**src/rtl/ami_port_merger.sv**
```systemverilog
// Merges the block-buffer read port (0) and writeback port (1) onto one AMI memory channel.
// Define AMI_MERGER_HAZARD_CHECK_EN to hold a read behind a pending writeback to the same 64 B block.
module ami_port_merger #(
    parameter int MAX_OUTSTANDING = 4
) (
    input  logic             clk,
    input  logic             rst,
    input  logic [1:0]       reqIn_valid,
    input  logic [1:0]       reqIn_isWrite,
    input  logic [1:0][63:0] reqIn_addr,
    input  logic [1:0][63:0] reqIn_data,
    input  logic [1:0][7:0]  reqIn_size,
    output logic [1:0]       reqIn_grant,
    output logic [1:0]       respOut_valid,
    output logic [1:0][63:0] respOut_data,
    output logic [1:0][7:0]  respOut_size,
    input  logic [1:0]       respOut_grant,
    output logic             reqOut_valid,
    output logic             reqOut_isWrite,
    output logic [63:0]      reqOut_addr,
    output logic [63:0]      reqOut_data,
    output logic [7:0]       reqOut_size,
    input  logic             reqOut_grant,
    input  logic             respIn_valid,
    input  logic [63:0]      respIn_data,
    input  logic [7:0]       respIn_size,
    output logic             respIn_grant
);
    localparam logic [3:0] MAX_W = 4'(MAX_OUTSTANDING);

    logic [1:0]       slot_v_q, slot_v_d;
    logic [1:0]       slot_w_q, slot_w_d;
    logic [1:0][63:0] slot_addr_q, slot_addr_d;
    logic [1:0][63:0] slot_data_q, slot_data_d;
    logic [1:0][7:0]  slot_size_q, slot_size_d;
    logic             last_q, last_d;
    logic             lock_v_q, lock_v_d;
    logic             lock_sel_q, lock_sel_d;
    logic [3:0]       out_q, out_d;

    logic       hazard;
    logic [1:0] elig;
    logic [1:0] drain;
    logic       win_v;
    logic       win_sel;
    logic       rsp_dec;
    logic       unused_resp_grant1;

    assign unused_resp_grant1 = respOut_grant[1];

`ifdef AMI_MERGER_HAZARD_CHECK_EN
    assign hazard = slot_v_q[1] && (slot_addr_q[1][63:6] == slot_addr_q[0][63:6]);
`else
    assign hazard = 1'b0;
`endif

    // A stalled winner stays locked so the presented request cannot change under the memory.
    always_comb begin
        elig[1] = slot_v_q[1];
        elig[0] = slot_v_q[0] && (out_q < MAX_W) && !hazard;
        win_v   = 1'b0;
        win_sel = 1'b0;
        if (rst) begin
            win_v = 1'b0;
        end else if (lock_v_q) begin
            win_v   = 1'b1;
            win_sel = lock_sel_q;
        end else begin
            case (elig)
                2'b11: begin win_v = 1'b1; win_sel = ~last_q; end
                2'b10: begin win_v = 1'b1; win_sel = 1'b1;    end
                2'b01: begin win_v = 1'b1; win_sel = 1'b0;    end
                default: win_v = 1'b0;
            endcase
        end
    end

    assign reqOut_valid   = win_v;
    assign reqOut_isWrite = win_v ? slot_w_q[win_sel]    : 1'b0;
    assign reqOut_addr    = win_v ? slot_addr_q[win_sel] : 64'd0;
    assign reqOut_data    = win_v ? slot_data_q[win_sel] : 64'd0;
    assign reqOut_size    = win_v ? slot_size_q[win_sel] : 8'd0;

    assign drain[0] = win_v && reqOut_grant && !win_sel;
    assign drain[1] = win_v && reqOut_grant && win_sel;

    always_comb begin
        for (int i = 0; i < 2; i++) begin
            reqIn_grant[i] = !rst && reqIn_valid[i] && (!slot_v_q[i] || drain[i]);
            slot_v_d[i]    = reqIn_grant[i] || (slot_v_q[i] && !drain[i]);
            slot_w_d[i]    = reqIn_grant[i] ? reqIn_isWrite[i] : slot_w_q[i];
            slot_addr_d[i] = reqIn_grant[i] ? reqIn_addr[i]    : slot_addr_q[i];
            slot_data_d[i] = reqIn_grant[i] ? reqIn_data[i]    : slot_data_q[i];
            slot_size_d[i] = reqIn_grant[i] ? reqIn_size[i]    : slot_size_q[i];
        end
        last_d     = (win_v && reqOut_grant) ? win_sel : last_q;
        lock_v_d   = win_v && !reqOut_grant;
        lock_sel_d = win_sel;
    end

    // Responses with no credit outstanding are swallowed so stale traffic after reset drains.
    assign respOut_valid[0] = respIn_valid && (out_q != 4'd0);
    assign respOut_data[0]  = respIn_data;
    assign respOut_size[0]  = respIn_size;
    assign respOut_valid[1] = 1'b0;
    assign respOut_data[1]  = 64'd0;
    assign respOut_size[1]  = 8'd64;
    assign respIn_grant     = respOut_grant[0] || (respIn_valid && (out_q == 4'd0));

    always_comb begin
        rsp_dec = respIn_valid && respIn_grant && (out_q != 4'd0);
        out_d   = out_q;
        if (drain[0] && !rsp_dec) begin
            out_d = out_q + 4'd1;
        end else if (!drain[0] && rsp_dec) begin
            out_d = out_q - 4'd1;
        end
    end

    always_ff @(posedge clk) begin
        if (rst) begin
            slot_v_q   <= 2'b00;
            last_q     <= 1'b0;
            lock_v_q   <= 1'b0;
            lock_sel_q <= 1'b0;
            out_q      <= 4'd0;
        end else begin
            slot_v_q   <= slot_v_d;
            last_q     <= last_d;
            lock_v_q   <= lock_v_d;
            lock_sel_q <= lock_sel_d;
            out_q      <= out_d;
        end
    end

    always_ff @(posedge clk) begin
        slot_w_q    <= slot_w_d;
        slot_addr_q <= slot_addr_d;
        slot_data_q <= slot_data_d;
        slot_size_q <= slot_size_d;
    end
endmodule

```
**config.mk**
```make
export PLATFORM = sky130hd
export DESIGN_NAME = ami_port_merger
export DESIGN_NICKNAME = d
export VERILOG_FILES = /design/src/rtl/ami_port_merger.sv
export SDC_FILE = /design/constraint.sdc
export NUM_CORES = 1
export LEC_CHECK = 0
export CORE_AREA = 2 2 250 252
export DETAILED_ROUTE_END_ITERATION = 16
export DIE_AREA = 0 0 252 254
export PLACE_DENSITY = 0.57
export REMOVE_ABC_BUFFERS = 1
export SLEW_MARGIN = 0
export SYNTH_ARGS = -nofsm -noshare
export SYNTH_HDL_FRONTEND = slang
export SYNTH_SLANG_ARGS = --single-unit
```
**constraint.sdc**
```tcl
create_clock -name clk -period 20.4 [get_ports clk]
set_input_delay 4.08 -clock clk [delete_from_list [all_inputs] [get_ports clk]]
set_output_delay 4.08 -clock clk [all_outputs]
set_load 0.02 [all_outputs]
```
======== Word level (Yosys, flattened, before mapping) ========
Cells that the tools add are included.
word-level totals
  register bits after elaboration ......... 283
  bits in latches ......................... 0
  RAM bits ................................ 0
  bits in read-only memories .............. 0
  output and inout bits ................... 287
  word-level logic and storage cells ...... 75
  memories ................................ 0
cells by class
  $add $sub $neg .......................... 2
  $mul .................................... 0
  div/mod/pow operators ................... 0
  magnitude comparators ................... 2
  equality and inequality tests ........... 3
  shift operators ......................... 0
  mux-type cells .......................... 20
  bitwise gates (word level) .............. 1
  reduce and logical (&&, ||, !) cells .... 34
operator list
  cell                   count
  $mux W64               6
  $mux W8                3
  $logic_and A1 B1 Y1    17
  $logic_not A1 Y1       8
  $mux W1                8
  $mux W4                2
  $logic_or A1 B1 Y1     5
  $add A4 B1 Y4 const B  1
  $eq A2 B2 Y1 const B   2
  $logic_not A4 Y1       1
  $lt A4 B3 Y1 const B   1
  $reduce_bool A4 Y1     1
  $sub A4 B1 Y4 const B  1
  $reduce_or A3 Y1       1
  $eq A2 B1 Y1 const B   1
  $lt A1 B2 Y1 const B   1
  $pmux W1 S2            1
  $reduce_bool A2 Y1     1
  $not A1 Y1             1

======== Logic depth before layout (Yosys ltp) ========
  depth after elaboration ................. 13
  mapped depth ............................ 12
  depth with buffers taken out ............ 12

======== Least setup slack after synthesis ========
Ideal clock, no wire load.
  path type ............................... input -> output
  start ................................... in rst
  end ..................................... out reqIn_grant[1]
  data arrival time ....................... 14.679 ns
  data required time ...................... 16.320 ns
  setup slack ............................. 1.641 ns
  stages .................................. 2
  buffers on the path ..................... 1
  cells stage by stage .................... clkbuf_1 > nor3b_1
on the way
  cells in the longest elaborated chain, start to end .. 5
  elaborated cells between the ends (all ways) .. 8
  classes of those cells .................. mux: 2; reduce/logical: 6
RTL lines
  what                               line  source
  from (decl)                        7     input logic rst,
  $mux W1                            63    if (rst) begin
  $logic_and A1 B1 Y1 (2 in series)  85    assign drain[1] = win_v && reqOut_grant && win_sel;
  $logic_or A1 B1 Y1                 89    reqIn_grant[i] = !rst && reqIn_valid[i] && (!slot_v_q[i] || drain[i]);
  $logic_and A1 B1 Y1 *              89
  to (decl)                          13    output logic [1:0] reqIn_grant,
Every way passes the cells marked *; elsewhere a longest branch is shown, timed or not.

======== Worst setup path in the final report ========
  start ................................... in rst
  end ..................................... out reqOut_addr[28]
on the way
  cells in the longest elaborated chain, start to end .. 4
  elaborated cells between the ends (all ways) .. 5
  classes of those cells .................. mux: 5
RTL lines
  what                                          line  source
  $mux W1                                       63
  $mux W64 (not written as such) (2 in series)  80    assign reqOut_addr = win_v ? slot_addr_q[win_sel] : 64'd0;
  $mux W64 *                                    80
  to (decl)                                     20    output logic [63:0] reqOut_addr,
Every way passes the cells marked *; elsewhere a longest branch is shown, timed or not. The select of a mux whose other input is x is not followed.

==> reports/summary.txt <==
status: completed
Placed Cells: 1905
Clock Skew: 0.0129 ns
core area: 61300 sq um
critical path capture point type: output port
gate count of the mapped netlist: 789
Final ANT Viol Nets: 0
post-synthesis sequential area ratio: 0.703
Final period util: 0.536
drt drc: 0
top cells by count, synth: edfxtp_1 (274), nor2_1 (148), buf_4 (147)
HP Class: reg2reg
row count: 91
Fin. Hold Viols: 0
RD Place Congestion: 0.754
Lkg Pwr: 6.53 nW
Peak VDD IR: 51.4 uV
dpl hpwl: 31000 microns
most frequent cell after synthesis: edfxtp_1
Distinct cells, synth: 33
IO Port Bufs: 422
Num CTS Buffers: 35
post-DR wirelength/cell: 21.3 microns
n_diodes: 0
synth warn: 0
via count: 7437
Skew-Pair Late Insertion Delay: 0.53 ns
H-tree depth: 2
CTS tree: yes
drt via density: 3.78
Max-Cap Viols: 0
layout cells sized above 1: 0.0526
vias in the first global route: 7550
critical path type: in2out
CP Max Fanout: 47
Worst Setup Start Kind: primary input
num ports: 641
All-Layer GR Usage: 0.126
root buffer selected by CTS: clkbuf_16
gr ovfl total: 0
setup bufs post-CTS: 0
hold_buf cts: 0
leading post-synthesis cells by cell area: edfxtp_1 (69%), mux2i_1 (12%), buf_4 (9.2%), nor2_1 (4.6%), dfxtp_1 (1.5%)
Req. time, crit path: 16.32 ns
# nets final: 1510
Initial DRC Count: 368
Slew Viols, Final: 0
Mapped Area: 12000 sq um
worst rel slew slack: 0.398
largest net degree at the start of global routing: 94
area leader, netlist: edfxtp_1
die width: 252 microns
Worst-path clk slew: 0.05 ns
clk sink count: 283
fmax: 0.0914 GHz
Async S/R FF share, synth: 0
overall die area: 64000 sq um
average size of a mapped cell: 15.2 sq um
post-cts resize count: 0
Starting Density: 0.195
P&R area growth vs syn: 44.9%
ys flop type: edfxtp_1
minimum clock period: 10.94 ns
first-pass GRT wire length: 56600 microns
Layout fillers: 6262
die height: 254 microns
Worst-Margin Slew: 0.902 ns
Final setup viols: 0
final cell count without fillers: 1968
Post-synth EDFFs: 274
DR pass1 iterations: 6
Worst Path Arrival: 6.86 ns
drt total wl: 42000 microns
Power Density: 89.7 nW/um^2
#FFs+latches synth: 283
setup TNS: 0 ns
Synth top area share: 0.688
antenna violations before repair: 4
clk buf depth: 3
Hold WS: 0.490 ns
RSZ-0062 raised after global routing: no
-- per-stage QoR --
step,power [W],setup slack (ns),instance area (sq um),util
global placement,0.000971,9.46,16200,0.265
finish,0.00156,9.46,17300,0.283
global route,0.00162,9.33,17300,0.283
detailed placement,0.000974,9.45,16200,0.265
floorplan,0.000846,1.85,10900,-
CTS,0.00159,9.43,17300,0.283
-- power by group --
group / leakage [nW] / total (W) / switching (W) / internal [W]
logic: 3.38 / 0.000276 / 0.000144 / 0.000132
registers: 2.62 / 0.000682 / 0.0000103 / 0.000671
clock network: 0.534 / 0.000598 / 0.000240 / 0.000358
-- cells in the final DEF (no fill, tap or decap), types with 2 or more instances in the layout --
cell	synthesis	final
a21oi_1	4	3
a21oi_4	0	2
and2_1	2	2
buf_4	147	9
bufinv_16	0	2
clkbuf_1	3	10
clkbuf_16	0	37
clkdlybuf4s50_1	0	422
clkinv_1	0	6
clkinv_2	0	4
clkinv_4	0	2
conb_1	2	73
dfxtp_1	9	9
edfxtp_1	274	274
ha_1	3	3
inv_1	5	5
mux2i_1	139	139
nand2_1	2	2
nand3_1	3	3
nor2_1	148	148
nor2b_1	3	3
-- critical path, stage by stage --
cell,delay (ns)
clkdlybuf4s50_1,0.66
a21o_4,0.42
buf_4,0.35
nor2_1,0.57
clkdlybuf4s50_1,0.72
-- area by class of cell --
class / instances / area [sq um] / area share
clock buffer: 47 / 963 / 0.0555
clock inverter: 16 / 136 / 0.00786
inverter: 5 / 18.8 / 0.00108
multi-input combinational: 395 / 2520 / 0.145
sequential: 283 / 8410 / 0.485
tap: 790 / 988 / 0.0570
timing repair buffer: 432 / 4310 / 0.249
-- routing by layer --
metal	up-vias	GRT usage	share of wire
met5	-	0.0834	0.018
met4	14	0.0352	0.021
met3	69	0.118	0.19
met2	532	0.173	0.41
met1	3490	0.131	0.36
li1	3332	-	-
-- registers in the layout, indices dropped and copies added, names as in the netlist --
name and count:
slot_addr_q 128, slot_data_q 128, slot_size_q 16, out_q 4, slot_v_q 2, slot_w_q 2, last_q 1, lock_sel_q 1
lock_v_q 1
-- worst paths after layout --
check | from | end | slack, ns | cells past startpoint
max | rst | reqOut_addr[28] | 9.46 | 5
min | last_q | last_q | 0.49 | 2
max reg2reg | slot_v_q[0] | slot_addr_q[34] | 16.83 | 7
min reg2reg | last_q | last_q | 0.49 | 2
-- logic make-up after synthesis --
family | after synthesis | share of synthesized area
muxes | 140 | 0.117
AOI/OAI and AO/OA | 12 | 0.00659
adders and majority gates | 4 | 0.00481
xor gates and xnor gates | 2 | 0.00146
other | 2 | 0.000628
DFF | 283 | 0.703
and+or+nand+nor | 164 | 0.0549
buffers and inverters | 182 | 0.112
(Power assumes the default switching activity.)
